[config.mk]
export PLATFORM = sky130hd
export DESIGN_NAME = ysyx_23060187_wbu
export DESIGN_NICKNAME = d
export VERILOG_FILES = /design/src/rtl/ysyx_23060187_wbu.sv
export SDC_FILE = /design/constraint.sdc
export NUM_CORES = 1
export LEC_CHECK = 0
export BUFFER_PORTS_ARGS = -buffer_cell sky130_fd_sc_hd__buf_2
export CAP_MARGIN = 20
export CORE_MARGIN = 3
export CORE_UTILIZATION = 45
export DETAILED_ROUTE_END_ITERATION = 12
export GPL_TIMING_DRIVEN = 0
export PLACE_DENSITY_LB_ADDON = 0.15
export SETUP_SLACK_MARGIN = 0.4
export SYNTH_ARGS = -nofsm -noshare
export SYNTH_HDL_FRONTEND = slang
export SYNTH_SLANG_ARGS = --single-unit
[constraint.sdc]
create_clock -name clk -period 2.7 [get_ports clk]
set_clock_uncertainty 0.2 [all_clocks]
set_input_delay 0.54 -clock clk [delete_from_list [all_inputs] [get_ports clk]]
set_output_delay 0.54 -clock clk [all_outputs]
set_load 0.05 [all_outputs]
[src/rtl/ysyx_23060187_wbu.sv]
// ysyx_23060187_wbu: round-robin EXU/LSU writeback into the register file write port, with load extension and retire counter
module ysyx_23060187_wbu #(
  parameter int ADDR_WIDTH = 5,
  parameter int DATA_WIDTH = 32
) (
  input  logic                  clk,
  input  logic                  rst_n,
  input  logic                  exu_valid,
  output logic                  exu_ready,
  input  logic [ADDR_WIDTH-1:0] exu_rd,
  input  logic [DATA_WIDTH-1:0] exu_data,
  input  logic                  lsu_valid,
  output logic                  lsu_ready,
  input  logic [ADDR_WIDTH-1:0] lsu_rd,
  input  logic [DATA_WIDTH-1:0] lsu_rdata,
  input  logic [1:0]            lsu_addr_lo,
  input  logic [1:0]            lsu_size,
  input  logic                  lsu_unsigned,
  output logic                  rf_wen,
  output logic [ADDR_WIDTH-1:0] rf_waddr,
  output logic [DATA_WIDTH-1:0] rf_wdata,
  output logic [63:0]           instret
);
  logic                  last_lsu;
  logic                  gnt_exu;
  logic                  gnt_lsu;
  logic [DATA_WIDTH-1:0] shifted;
  logic [7:0]            ld_b;
  logic [15:0]           ld_h;
  logic [DATA_WIDTH-1:0] ld_data;
  logic [ADDR_WIDTH-1:0] w_rd;
  logic [DATA_WIDTH-1:0] w_data;
  always_comb begin
    gnt_exu = rst_n && exu_valid && (!lsu_valid || last_lsu);
    gnt_lsu = rst_n && lsu_valid && (!exu_valid || !last_lsu);
    shifted = lsu_rdata >> {lsu_addr_lo, 3'b000};
    ld_b    = shifted[7:0];
    ld_h    = lsu_addr_lo[1] ? lsu_rdata[31:16] : lsu_rdata[15:0];
    ld_data = lsu_size == 2'b00 ? {{(DATA_WIDTH-8){~lsu_unsigned & ld_b[7]}}, ld_b} :
              lsu_size == 2'b01 ? {{(DATA_WIDTH-16){~lsu_unsigned & ld_h[15]}}, ld_h} :
              lsu_rdata;
    w_rd    = gnt_lsu ? lsu_rd : exu_rd;
    w_data  = gnt_lsu ? ld_data : exu_data;
  end
  assign exu_ready = gnt_exu;
  assign lsu_ready = gnt_lsu;
  always_ff @(posedge clk or negedge rst_n) begin
    if (!rst_n) begin
      rf_wen   <= 1'b0;
      rf_waddr <= '0;
      rf_wdata <= '0;
      instret  <= '0;
      last_lsu <= 1'b1;
    end else begin
      rf_wen <= (gnt_exu || gnt_lsu) && (w_rd != '0);
      if (gnt_exu || gnt_lsu) begin
        rf_waddr <= w_rd;
        rf_wdata <= w_data;
        instret  <= instret + 64'd1;
        last_lsu <= gnt_lsu;
      end
    end
  end
endmodule

== After elaboration in Yosys (flattened, before gate mapping) ==
Cells that the tools add are included.

* Bits of input ports: 83
* Output and inout port bits: 104
* Word-level logic and storage cells: 29
* Flip-flop bits (word level): 103

* Add/sub/neg operators: 1
* Equal/unequal tests: 1
* Bitwise gates (word level): 3
* Shift operators: 1
* Multiplexer cells: 5
* Reduce and logical (&&, ||, !) cells: 13

{| class="wikitable"
|+ Operators with widths
! kind !! number
|-
| $mux W32 || 3
|-
| $add A64 B1 Y64 const B || 1
|-
| $shr A32 B5 Y8 || 1
|-
| $mux W16 || 1
|-
| $logic_and A1 B1 Y1 || 5
|-
| $mux W5 || 1
|-
| $reduce_bool A5 Y1 || 1
|-
| $logic_not A1 Y1 || 3
|-
| $logic_or A1 B1 Y1 || 3
|-
| $and A1 B1 Y1 || 2
|-
| $eq A2 B1 Y1 const B || 1
|-
| $logic_not A2 Y1 || 1
|-
| $not A1 Y1 || 1
|}

== Depth between registers and ports, before layout ==
Gate-level depths: netlist of the first run.

* Depth after elaboration: 6
* Depth in mapped cells: 8
* Gate-level depth less buffers: 6

== Worst setup path after synthesis of the first run ==
Ideal clock, no wire load.

* Kind: input port to output port
* Start point: input port rst_n
* End point: output port lsu_ready
* Buffers on the path: 2
* Data arrival time: 1.620 ns
* Required time: 1.960 ns
* Stages on the path: 5
* Path slack: 0.340 ns
* Cells stage by stage: nand2_1 > a21o_1 > clkbuf_1 > inv_1 > clkbuf_1

* Longest elaborated chain between the ends: 2

{| class="wikitable"
|+ Ends and longest elaborated chain
! element !! line !! RTL
|-
| start: declaration || 7 || <nowiki>input logic rst_n,</nowiki>
|-
| $logic_and A1 B1 Y1 (2 in series) || 35 || <nowiki>gnt_lsu = rst_n && lsu_valid && (!exu_valid || !last_lsu);</nowiki>
|-
| end: declaration || 13 || <nowiki>output logic lsu_ready,</nowiki>
|}

Every way passes these cells.

== Worst setup path in the final report of the first run ==
* Start point: register last_lsu
* End point: output port lsu_ready

* Longest elaborated chain between the ends: 3

{| class="wikitable"
|+ Ends and longest elaborated chain
! element !! line !! RTL
|-
| start: declaration || 24 || <nowiki>logic last_lsu;</nowiki>
|-
| start signal: assignment || 60 || <nowiki>last_lsu <= gnt_lsu;</nowiki>
|-
| $logic_not A1 Y1 || 35 ||
|-
| $logic_or A1 B1 Y1 || 35 ||
|-
| $logic_and A1 B1 Y1 || 35 ||
|}

Every way passes these cells.

==> impl_metrics.env, run 1 <==
export IMPL_start_kind="flip-flop"
export IMPL_die_w_um=116
export IMPL_fin_crit_sh_pct=83.7
export IMPL_grt_util_met3_pct=4.66
export IMPL_drv_slew=0
export IMPL_drcViolationCount=0
export IMPL_postLayoutCoreUtil_pct=61.2
export IMPL_syn2layout_area_growth_pct=30.4
export IMPL_syn_nets=656
export IMPL_synth_top_area_share_pct=46.8
export IMPL_max_vdd_ir_drop_v=0.000358
export IMPL_synthArstFlopShare_pct=100
export IMPL_detail_route_antenna_nets=0
export IMPL_cts_max_level=3
export IMPL_grt_pass1_wl_um=26800
export IMPL_ys_seq_elements=103
export IMPL_synth_cell_types=48
export IMPL_synthFlopType="dfrtp_1"
export IMPL_layout_nets=858
export IMPL_finalSetupViolations=0
export IMPL_grt_ovfl_total=0
export IMPL_gr_max_usage_layer="met2"
export IMPL_tritoncts_num_buffers=9
export IMPL_wl_per_cell_um=18.3
export IMPL_hold_class="in -> async"
export IMPL_period_needed_ns=2.26
export IMPL_dpl_cell_area_um2=6590
export IMPL_ys_warn_count=0
export IMPL_fmax_mhz=442
export IMPL_gp_congestion=0.937
export IMPL_power_per_cell_area_nw_per_um2=608
export IMPL_cts_root_buffer="clkbuf_16"
export IMPL_power_leakage_nw=3.60
export IMPL_tightest_slew_ns=0.731
export IMPL_status="finished, violations left"
export IMPL_synth_area_leader_cell="dfrtp_1"
export IMPL_met2_usage_pct=41.8
export IMPL_grt_max_degree=73
export IMPL_critPathMaxFanout=10
export IMPL_drt_initial_drc_count=390
export IMPL_io_pin_count=187
export IMPL_setup_tns_ns=0
export IMPL_totalPowerFinal_mw=4.33
export IMPL_synth_edf_count=0
export IMPL_vias_per_cell=5.64
export IMPL_port_buffers=183
export IMPL_crit_arrival_ns=1.52
export IMPL_dpl_hpwl_um=12400
export IMPL_insertion_delay_ns=0.36
export IMPL_holdWs_ns=-0.0133
export IMPL_worstPathRequired_ns=1.96
export IMPL_netlist_area_um2=5450
export IMPL_dieArea_um2=13500
export IMPL_drt_pass1_iterations=5
export IMPL_antenna_found_initial=0
export IMPL_yosysMostFrequentCell="dfrtp_1"
export IMPL_grtUsageMet1_pct=33.5
export IMPL_cts_tree="yes"
export IMPL_syn_avg_cell_area_um2=9.53
export IMPL_fp_row_count=39
export IMPL_synth_area_leaders="dfrtp_1 (47%), nand2_1 (5.4%), xor2_1 (5.1%)"
export IMPL_yosysSeqAreaShare_pct=47.3
export IMPL_endpoint_kind="output pin"
export IMPL_die_h_um=116
export IMPL_track_usage_pct=25.7
export IMPL_wirelength_um=16800
export IMPL_fillers=1037
export IMPL_hold_viol_final=10
export IMPL_synthTopCellsByCount="dfrtp_1 (102), nand2_1 (79), o21ai_0 (46), nor2_1 (45), a21oi_1 (40)"
export IMPL_core_area_um2=11600
export IMPL_initial_core_util_pct=47.0
export IMPL_clkSinkCount=103
export IMPL_maxSlewHeadroom_pct=51.3
export IMPL_diodes=0
export IMPL_design_area_um2=7110
export IMPL_violations="hold timing"
export IMPL_netlist_instances=572
export IMPL_critPathKind="reg -> out"
export IMPL_grt_pass1_vias=5142
export IMPL_clk_pin_slew_worst_paths_ns=0.06
export IMPL_rsz0062_at_grt="yes"
export IMPL_drive_gt1_share_pct=32.9
export IMPL_max_cap_viol_count=0
export IMPL_clockBufferDepth=2
export IMPL_num_vias=5203
worst max-delay path, stage by stage (launching register included):
cell and delay, ns:
dfstp_2 0.55, a21o_1 0.12, clkbuf_8 0.13, inv_2 0.05
clkbuf_8 0.16, buf_8 0.15
worst paths after layout:
| check | end | slack [ns] | startpoint | depth (start not counted) |
|---|---|---|---|---|
| worst max register to register | instret[34] | 0.53 | instret[0] | 7 |
| worst min register to register | instret[63] | 0.27 | instret[63] | 1 |
| max in group asynchronous | instret[4] | 1.21 | rst_n | 2 |
| worst max-delay path | lsu_ready | 0.44 | last_lsu | 5 |
| worst min-delay path | instret[5] | -0.01 | rst_n | 2 |
| min in group clk | rf_waddr[1] | 0.24 | lsu_rd[1] | 3 |
power by group:
| part | switching, mW | internal [mW] |
|---|---|---|
| logic | 0.831 | 0.319 |
| registers | 0.126 | 1.68 |
| clock network | 0.593 | 0.774 |
| total | 1.55 | 2.78 |
state kept, by name, summed over array words and instances (netlist names):
| register | flops |
|---|---|
| instret | 64 |
| last_lsu | 1 |
| rf_waddr | 5 |
| rf_wdata | 32 |
| rf_wen | 1 |
per-layer routing:
metal,share of wire (%),vias to the layer above
met4,3.5,0
met2,48,228
met1,41,2508
met5,0,-
li1,-,2421
met3,7.0,46
cells in the final DEF (no fill, tap or decap), types with 19 or more instances in the layout:
master	n
buf_2	183
xor2_1	32
dfrtp_1	98
a21oi_1	39
clkbuf_1	19
nand3_1	19
inv_1	21
nor2_1	45
xnor2_1	31
o21ai_0	46
nand2_1	79
stage by stage:
| step | setup WS, ns | cells |
|---|---|---|
| after floorplan | 0.408 | 572 |
| final | 0.440 | 922 |
| after CTS | 0.418 | 920 |
| after detailed placement | -0.460 | 899 |
| after global routing | 0.371 | 922 |
| after global placement | -1.95 | 898 |
logic make-up (layout without fill, tap and decap cells):
| kind of cell | count (synthesis) | count (layout) | share of synthesized area [%] |
|---|---|---|---|
| multiplexers | 16 | 16 | 5.00 |
| buffers and inverters | 50 | 257 | 3.62 |
| AO/OA/AOI/OAI | 122 | 122 | 13.1 |
| XOR/XNOR | 63 | 63 | 10.1 |
| AND/OR/NAND/NOR | 217 | 217 | 20.7 |
| adder cells (fa/ha/maj) | 1 | 1 | 0.229 |
| flip-flops | 103 | 103 | 47.3 |
area by class of cell:
class	instances	area (um^2)	area share [%]
Timing Repair Buffer	191	1070	15.0
Multi-Input combinational cell	419	2740	38.6
Clock inverter	4	52.6	0.739
Clock buffer	12	256	3.61
Buffer	28	148	2.08
Sequential cell	103	2580	36.3
Inverter	22	82.6	1.16
Tap cell	143	179	2.52
repair_timing:
item | 4_1_cts | 5_1_grt
hold endpoints to repair | 31 | 0
pin swaps | 0 | 5
cloned | 1 | 0
hold buffers | 2 | 0
endpoints found under the setup margin | 50 | 32
resized for setup | 19 | 12
setup buffers | 2 | 2
No activity file was read; power rests on OpenSTA's default activity.
==> run 2, diff against run 1 <==
ABC_AREA = 1   (was unset)
clock period = 2.3 ns   (was 2.7 ns; I/O delays follow)
==> run 2 against run 1 <==
Net effect:
- the run now ends clean
- global-route usage grew 0.96 points
- critical endpoint is now exu_ready
- highest routed layer is now met5
- design area up 17%
- cell count increased by 38%
==> impl_metrics.env, run 2 <==
export IMPL_initial_core_util_pct=46.2
export IMPL_cpMostUsedCell="buf_8"
export IMPL_maxSlewHeadroom_pct=34.6
export IMPL_dp_cells=1232
export IMPL_clk_pin_slew_worst_paths_ns=0.08
export IMPL_clockBufferDepth=2
export IMPL_fmax_mhz=486
export IMPL_fp_row_count=42
export IMPL_synthArstFlopShare_pct=100
export IMPL_synth_cell_types=34
export IMPL_tritoncts_num_buffers=9
export IMPL_cts_max_level=3
export IMPL_insertion_delay_ns=0.36
export IMPL_io_pin_count=187
export IMPL_drive_gt1_share_pct=32.8
export IMPL_largest_registers="instret x64, rf_wdata x32, rf_waddr x5"
export IMPL_endpoint_kind="output pin"
export IMPL_grt_pass1_vias=5971
export IMPL_synth_top_area_share_pct=41.5
export IMPL_port_buffers=184
export IMPL_finalSetupViolations=0
export IMPL_die_h_um=123
export IMPL_power_leakage_nw=4.22
export IMPL_tightest_slew_ns=0.981
export IMPL_dpl_hpwl_um=15100
export IMPL_setup_tns_ns=0
export IMPL_multi_input_area_um2=3430
export IMPL_rsz0062_at_grt="yes"
export IMPL_yosysMostFrequentCell="nand2_1"
export IMPL_grt_pass1_wl_um=31100
export IMPL_synth_edf_count=0
export IMPL_yosysSeqAreaShare_pct=41.9
export IMPL_cp_top_family="flip-flops"
export IMPL_fillers=1249
export IMPL_die_w_um=123
export IMPL_drcViolationCount=0
export IMPL_drv_slew=0
export IMPL_critPathMaxFanout=2
export IMPL_crit_arrival_ns=1.40
export IMPL_totalPowerFinal_mw=5.24
export IMPL_layout_nets=1173
export IMPL_hold_viol_final=0
export IMPL_drt_initial_drc_count=357
export IMPL_holdWs_ns=0.188
export IMPL_slowest_stage="dfstp_2"
export IMPL_netlist_area_um2=6150
export IMPL_wl_per_cell_um=15.9
export IMPL_cts_root_buffer="clkbuf_16"
export IMPL_grt_ovfl_total=0
export IMPL_fin_crit_sh_pct=89.4
export IMPL_status="finished, final reports clean"
export IMPL_start_kind="flip-flop"
export IMPL_cts_tree="yes"
export IMPL_final_common_cell="nand2_1"
export IMPL_clkSinkCount=103
export IMPL_layout_common_cells="nand2_1 (267), buf_2 (191), nor2_1 (93)"
export IMPL_wirelength_um=20200
export IMPL_ys_seq_elements=103
export IMPL_syn2layout_area_growth_pct=34.8
export IMPL_num_vias=6508
export IMPL_hold_class="in -> reg"
export IMPL_synth_area_leaders="dfrtp_1 (42%), nand2_1 (17%), nor2_1 (7.1%)"
export IMPL_cp_num_buf_inv=3
export IMPL_max_cap_viol_count=0
export IMPL_seq_area_um2=2630
export IMPL_synth_area_leader_cell="dfrtp_1"
export IMPL_final_cells=1270
export IMPL_vias_per_cell=5.12
export IMPL_syn_avg_cell_area_um2=7.06
export IMPL_detail_route_antenna_nets=0
export IMPL_ys_warn_count=0
export IMPL_worstPathRequired_ns=1.64
export IMPL_netlist_instances=871
export IMPL_grt_max_degree=69
export IMPL_dieArea_um2=15100
export IMPL_largest_reg_flops=64
export IMPL_regMostFlops="instret"
export IMPL_diodes=0
export IMPL_drt_pass1_iterations=5
export IMPL_max_stage_delay_ns=0.57
export IMPL_syn_nets=955
export IMPL_synthFlopType="dfrtp_1"
export IMPL_power_per_cell_area_nw_per_um2=632
export IMPL_antenna_found_initial=1
export IMPL_gp_congestion=0.924
export IMPL_track_usage_pct=26.7
export IMPL_period_needed_ns=2.06
export IMPL_crit_path_cell_trace="inv_2, a21oi_4, buf_8, buf_8"
export IMPL_synthTopCellsByCount="nand2_1 (278), nor2_1 (117), dfrtp_1 (102), inv_1 (84), o21ai_0 (55)"
export IMPL_max_vdd_ir_drop_v=0.000482
export IMPL_critPathKind="reg -> out"
export IMPL_core_area_um2=13300
==> run 2: stage by stage <==
step	setup slack, ns	utilization (%)	cell area, um^2
floorplan	0.375	-	6230
global placement	-2.06	55.4	7370
detailed placement	-0.549	55.6	7400
CTS	0.185	59.7	7940
global route	0.204	62.3	8290
finish	0.243	62.3	8290
==> run 2: timing repair <==
item	in CTS	in global routing
pin swaps	1	17
hold buffers	2	0
buffers inserted	4	14
setup endpoints to repair	80	110
resized for setup	36	73
gates cloned	1	1
endpoints found under the hold margin	83	0
==> run 2: worst reg2reg max path: cells and delay by family, from the launching register on <==
kind	cells	cell delay, ns
XOR/XNOR	1	0.16
buffers and inverters	2	0.21
flip-flops	1	0.42
AND/OR/NAND/NOR	5	0.81
==> run 2: kinds of logic after synthesis <==
kind of cell | synth area share, %
adders and majority gates | 0.203
and+or+nand+nor | 36.8
buffers and inverters | 7.22
xor gates and xnor gates | 5.70
AOI/OAI and AO/OA | 8.18
DFF | 41.9
==> run 2: worst paths after layout <==
| kind | start | slack [ns] | endpoint | cells past startpoint |
|---|---|---|---|---|
| min in group asynchronous | rst_n | 0.24 | rf_wdata[11] | 2 |
| worst max register to register | instret[6] | 0.39 | instret[28] | 8 |
| worst min register to register | rf_wdata[18] | 0.28 | rf_wdata[18] | 2 |
| max in group asynchronous | rst_n | 0.76 | instret[43] | 3 |
| worst min-delay path | exu_data[24] | 0.19 | rf_wdata[24] | 5 |
| worst max-delay path | last_lsu | 0.24 | exu_ready | 4 |
==> run 2: final cells by class <==
type	count	area share [%]
plain buffers	27	1.86
clock buffers	12	3.10
clock inverters	4	0.649
inverters	87	3.99
multi-input cells	654	41.5
flip-flops and latches	103	31.7
well taps	176	2.66
repair buffers	207	14.6
==> run 2: layer usage <==
metal  track usage, %  wire length [um]
met1             35.4              8470
met4             7.28               278
met2             44.5             10100
met5                0                12
met3             5.40              1350
==> run 2: report_power, final <==
group / total [mW] / internal [mW] / switching [mW]
clock: 1.61 / 0.907 / 0.706
combinational: 1.49 / 0.416 / 1.07
sequential: 2.14 / 1.98 / 0.152
==> run 3, diff against run 2 <==
--- a/config.mk
+++ b/config.mk
@@ -15,2 +15,3 @@
 export PLACE_DENSITY_LB_ADDON = 0.15
+export RECOVER_POWER = 25
 export SETUP_SLACK_MARGIN = 0.4
==> constraint.sdc (replaced) <==
create_clock -name clk -period 2.3 [get_ports clk]
set_clock_uncertainty 0.2 [all_clocks]
set_input_delay 0.23 -clock clk [delete_from_list [all_inputs] [get_ports clk]]
set_output_delay 0.23 -clock clk [all_outputs]
set_load 0.05 [all_outputs]
==> run 3 against run 2 <==
Net effect:
- critical path depth rose by 4
- sequential share of layout area rose by 0.089 points
- clock-buffer cell count fell by 2
- combinational power barely moved
- first-iteration DRC count rose by 34%
- power rose by 1.3%
==> impl_metrics.env, run 3 (synthesized netlist as in run 2, its figures left out) <==
export IMPL_wirelength_um=20200
export IMPL_crit_arrival_ns=2.03
export IMPL_largest_registers="instret x64, rf_wdata x32, rf_waddr x5"
export IMPL_endpoint_kind="flip-flop"
export IMPL_tightest_slew_ns=0.872
export IMPL_dieArea_um2=15100
export IMPL_final_common_cell="nand2_1"
export IMPL_layout_common_cells="nand2_1 (274), buf_2 (190), nor2_1 (96)"
export IMPL_max_vdd_ir_drop_v=0.000411
export IMPL_finalSetupViolations=0
export IMPL_power_per_cell_area_nw_per_um2=643
export IMPL_antenna_found_initial=0
export IMPL_wl_per_cell_um=15.8
export IMPL_drv_slew=0
export IMPL_cts_tree="yes"
export IMPL_largest_reg_flops=64
export IMPL_critPathKind="in -> reg"
export IMPL_holdWs_ns=0.0110
export IMPL_hold_viol_final=0
export IMPL_clkSinkCount=103
export IMPL_cts_max_level=3
export IMPL_die_h_um=123
export IMPL_max_cap_viol_count=0
export IMPL_rsz0062_at_grt="yes"
export IMPL_fmax_mhz=503
export IMPL_regMostFlops="instret"
export IMPL_track_usage_pct=26.6
export IMPL_drt_initial_drc_count=479
export IMPL_totalPowerFinal_mw=5.31
export IMPL_port_buffers=184
export IMPL_grt_ovfl_total=0
export IMPL_power_leakage_nw=4.21
export IMPL_insertion_delay_ns=0.35
export IMPL_drcViolationCount=0
export IMPL_gp_congestion=0.950
export IMPL_tritoncts_num_buffers=9
export IMPL_critPathMaxFanout=10
export IMPL_syn2layout_area_growth_pct=34.2
export IMPL_status="finished, final reports clean"
export IMPL_start_kind="input port"
export IMPL_die_w_um=123
export IMPL_fin_ws_ns=0.313
export IMPL_io_pin_count=187
export IMPL_hold_class="in -> reg"
export IMPL_grt_pass1_wl_um=31300
export IMPL_final_cells=1281
export IMPL_dp_cells=1232
export IMPL_cts_root_buffer="clkbuf_16"
export IMPL_vias_per_cell=5.15
export IMPL_dp_slack_ns=-0.131
export IMPL_grt_max_degree=71
export IMPL_drt_pass1_iterations=6
export IMPL_fp_row_count=42
export IMPL_initial_core_util_pct=46.2
export IMPL_period_needed_ns=1.99
export IMPL_drive_gt1_share_pct=30.2
export IMPL_seq_area_um2=2620
export IMPL_multi_input_area_um2=3360
export IMPL_clockBufferDepth=2
export IMPL_fin_crit_sh_pct=86.4
export IMPL_layout_nets=1184
export IMPL_setup_tns_ns=0
export IMPL_dpl_hpwl_um=15100
export IMPL_fillers=1256
export IMPL_clk_pin_slew_worst_paths_ns=0.07
export IMPL_num_vias=6603
export IMPL_worstPathRequired_ns=2.34
export IMPL_core_area_um2=13300
export IMPL_diodes=0
export IMPL_maxSlewHeadroom_pct=41.9
export IMPL_grt_pass1_vias=6303
export IMPL_detail_route_antenna_nets=0
run 3: final cells by class:
cell class,instances,area share (%)
multi-input combinational,654,40.8
sequential,103,31.8
timing repair buffer,218,15.1
inverter,87,3.96
clock buffer,10,2.90
tap,176,2.67
buffer,27,1.71
clock inverter,6,1.09
run 3: worst paths after layout:
| check | cells after the start | end | from | slack [ns] |
|---|---|---|---|---|
| worst max-delay path | 8 | instret[54] | rst_n | 0.31 |
| worst min-delay path | 3 | rf_wdata[6] | exu_data[6] | 0.01 |
| worst max register to register | 9 | instret[54] | instret[0] | 0.44 |
| worst min register to register | 2 | rf_wdata[21] | rf_wdata[21] | 0.28 |
| max in group asynchronous | 4 | instret[39] | rst_n | 0.43 |
| min in group asynchronous | 3 | instret[18] | rst_n | 0.61 |
run 3: timing repair:
action,in CTS,in global routing
hold endpoints to repair,116,0
hold buffers,16,0
pin swaps,1,15
resized for setup,28,44
setup endpoints to repair,30,45
setup buffers,4,13
run 3: stage by stage:
step | instance area (um^2) | util, %
6_report | 8250 | 62.1
3_3_place_gp | 7360 | 55.3
5_1_grt | 8250 | 62.1
3_5_place_dp | 7390 | 55.6
2_1_floorplan | 6220 | -
4_1_cts | 8030 | 60.4
run 3: routing by layer:
metal | up-vias | part of all wire [%] | global-route usage (%)
li1 | 3233 | - | -
met1 | 3069 | 42 | 34.2
met2 | 257 | 49 | 44.9
met3 | 44 | 6.3 | 4.16
met4 | 0 | 2.6 | 10.6
met5 | - | 0 | 0
run 3: critical path, cell delays in order:
cell and delay [ns]:
clkbuf_1 0.20, nand2_1 0.15, nand2_1 0.25, clkbuf_1 0.49, nand3_1 0.14, nor2_1 0.29, nand3_1 0.11, and2_1 0.17
run 3: where the power goes:
part	internal [mW]	total, mW	switching, mW
combinational	0.414	1.48	1.07
clock	0.990	1.70	0.707
sequential	1.98	2.13	0.149
total	3.39	5.31	1.92
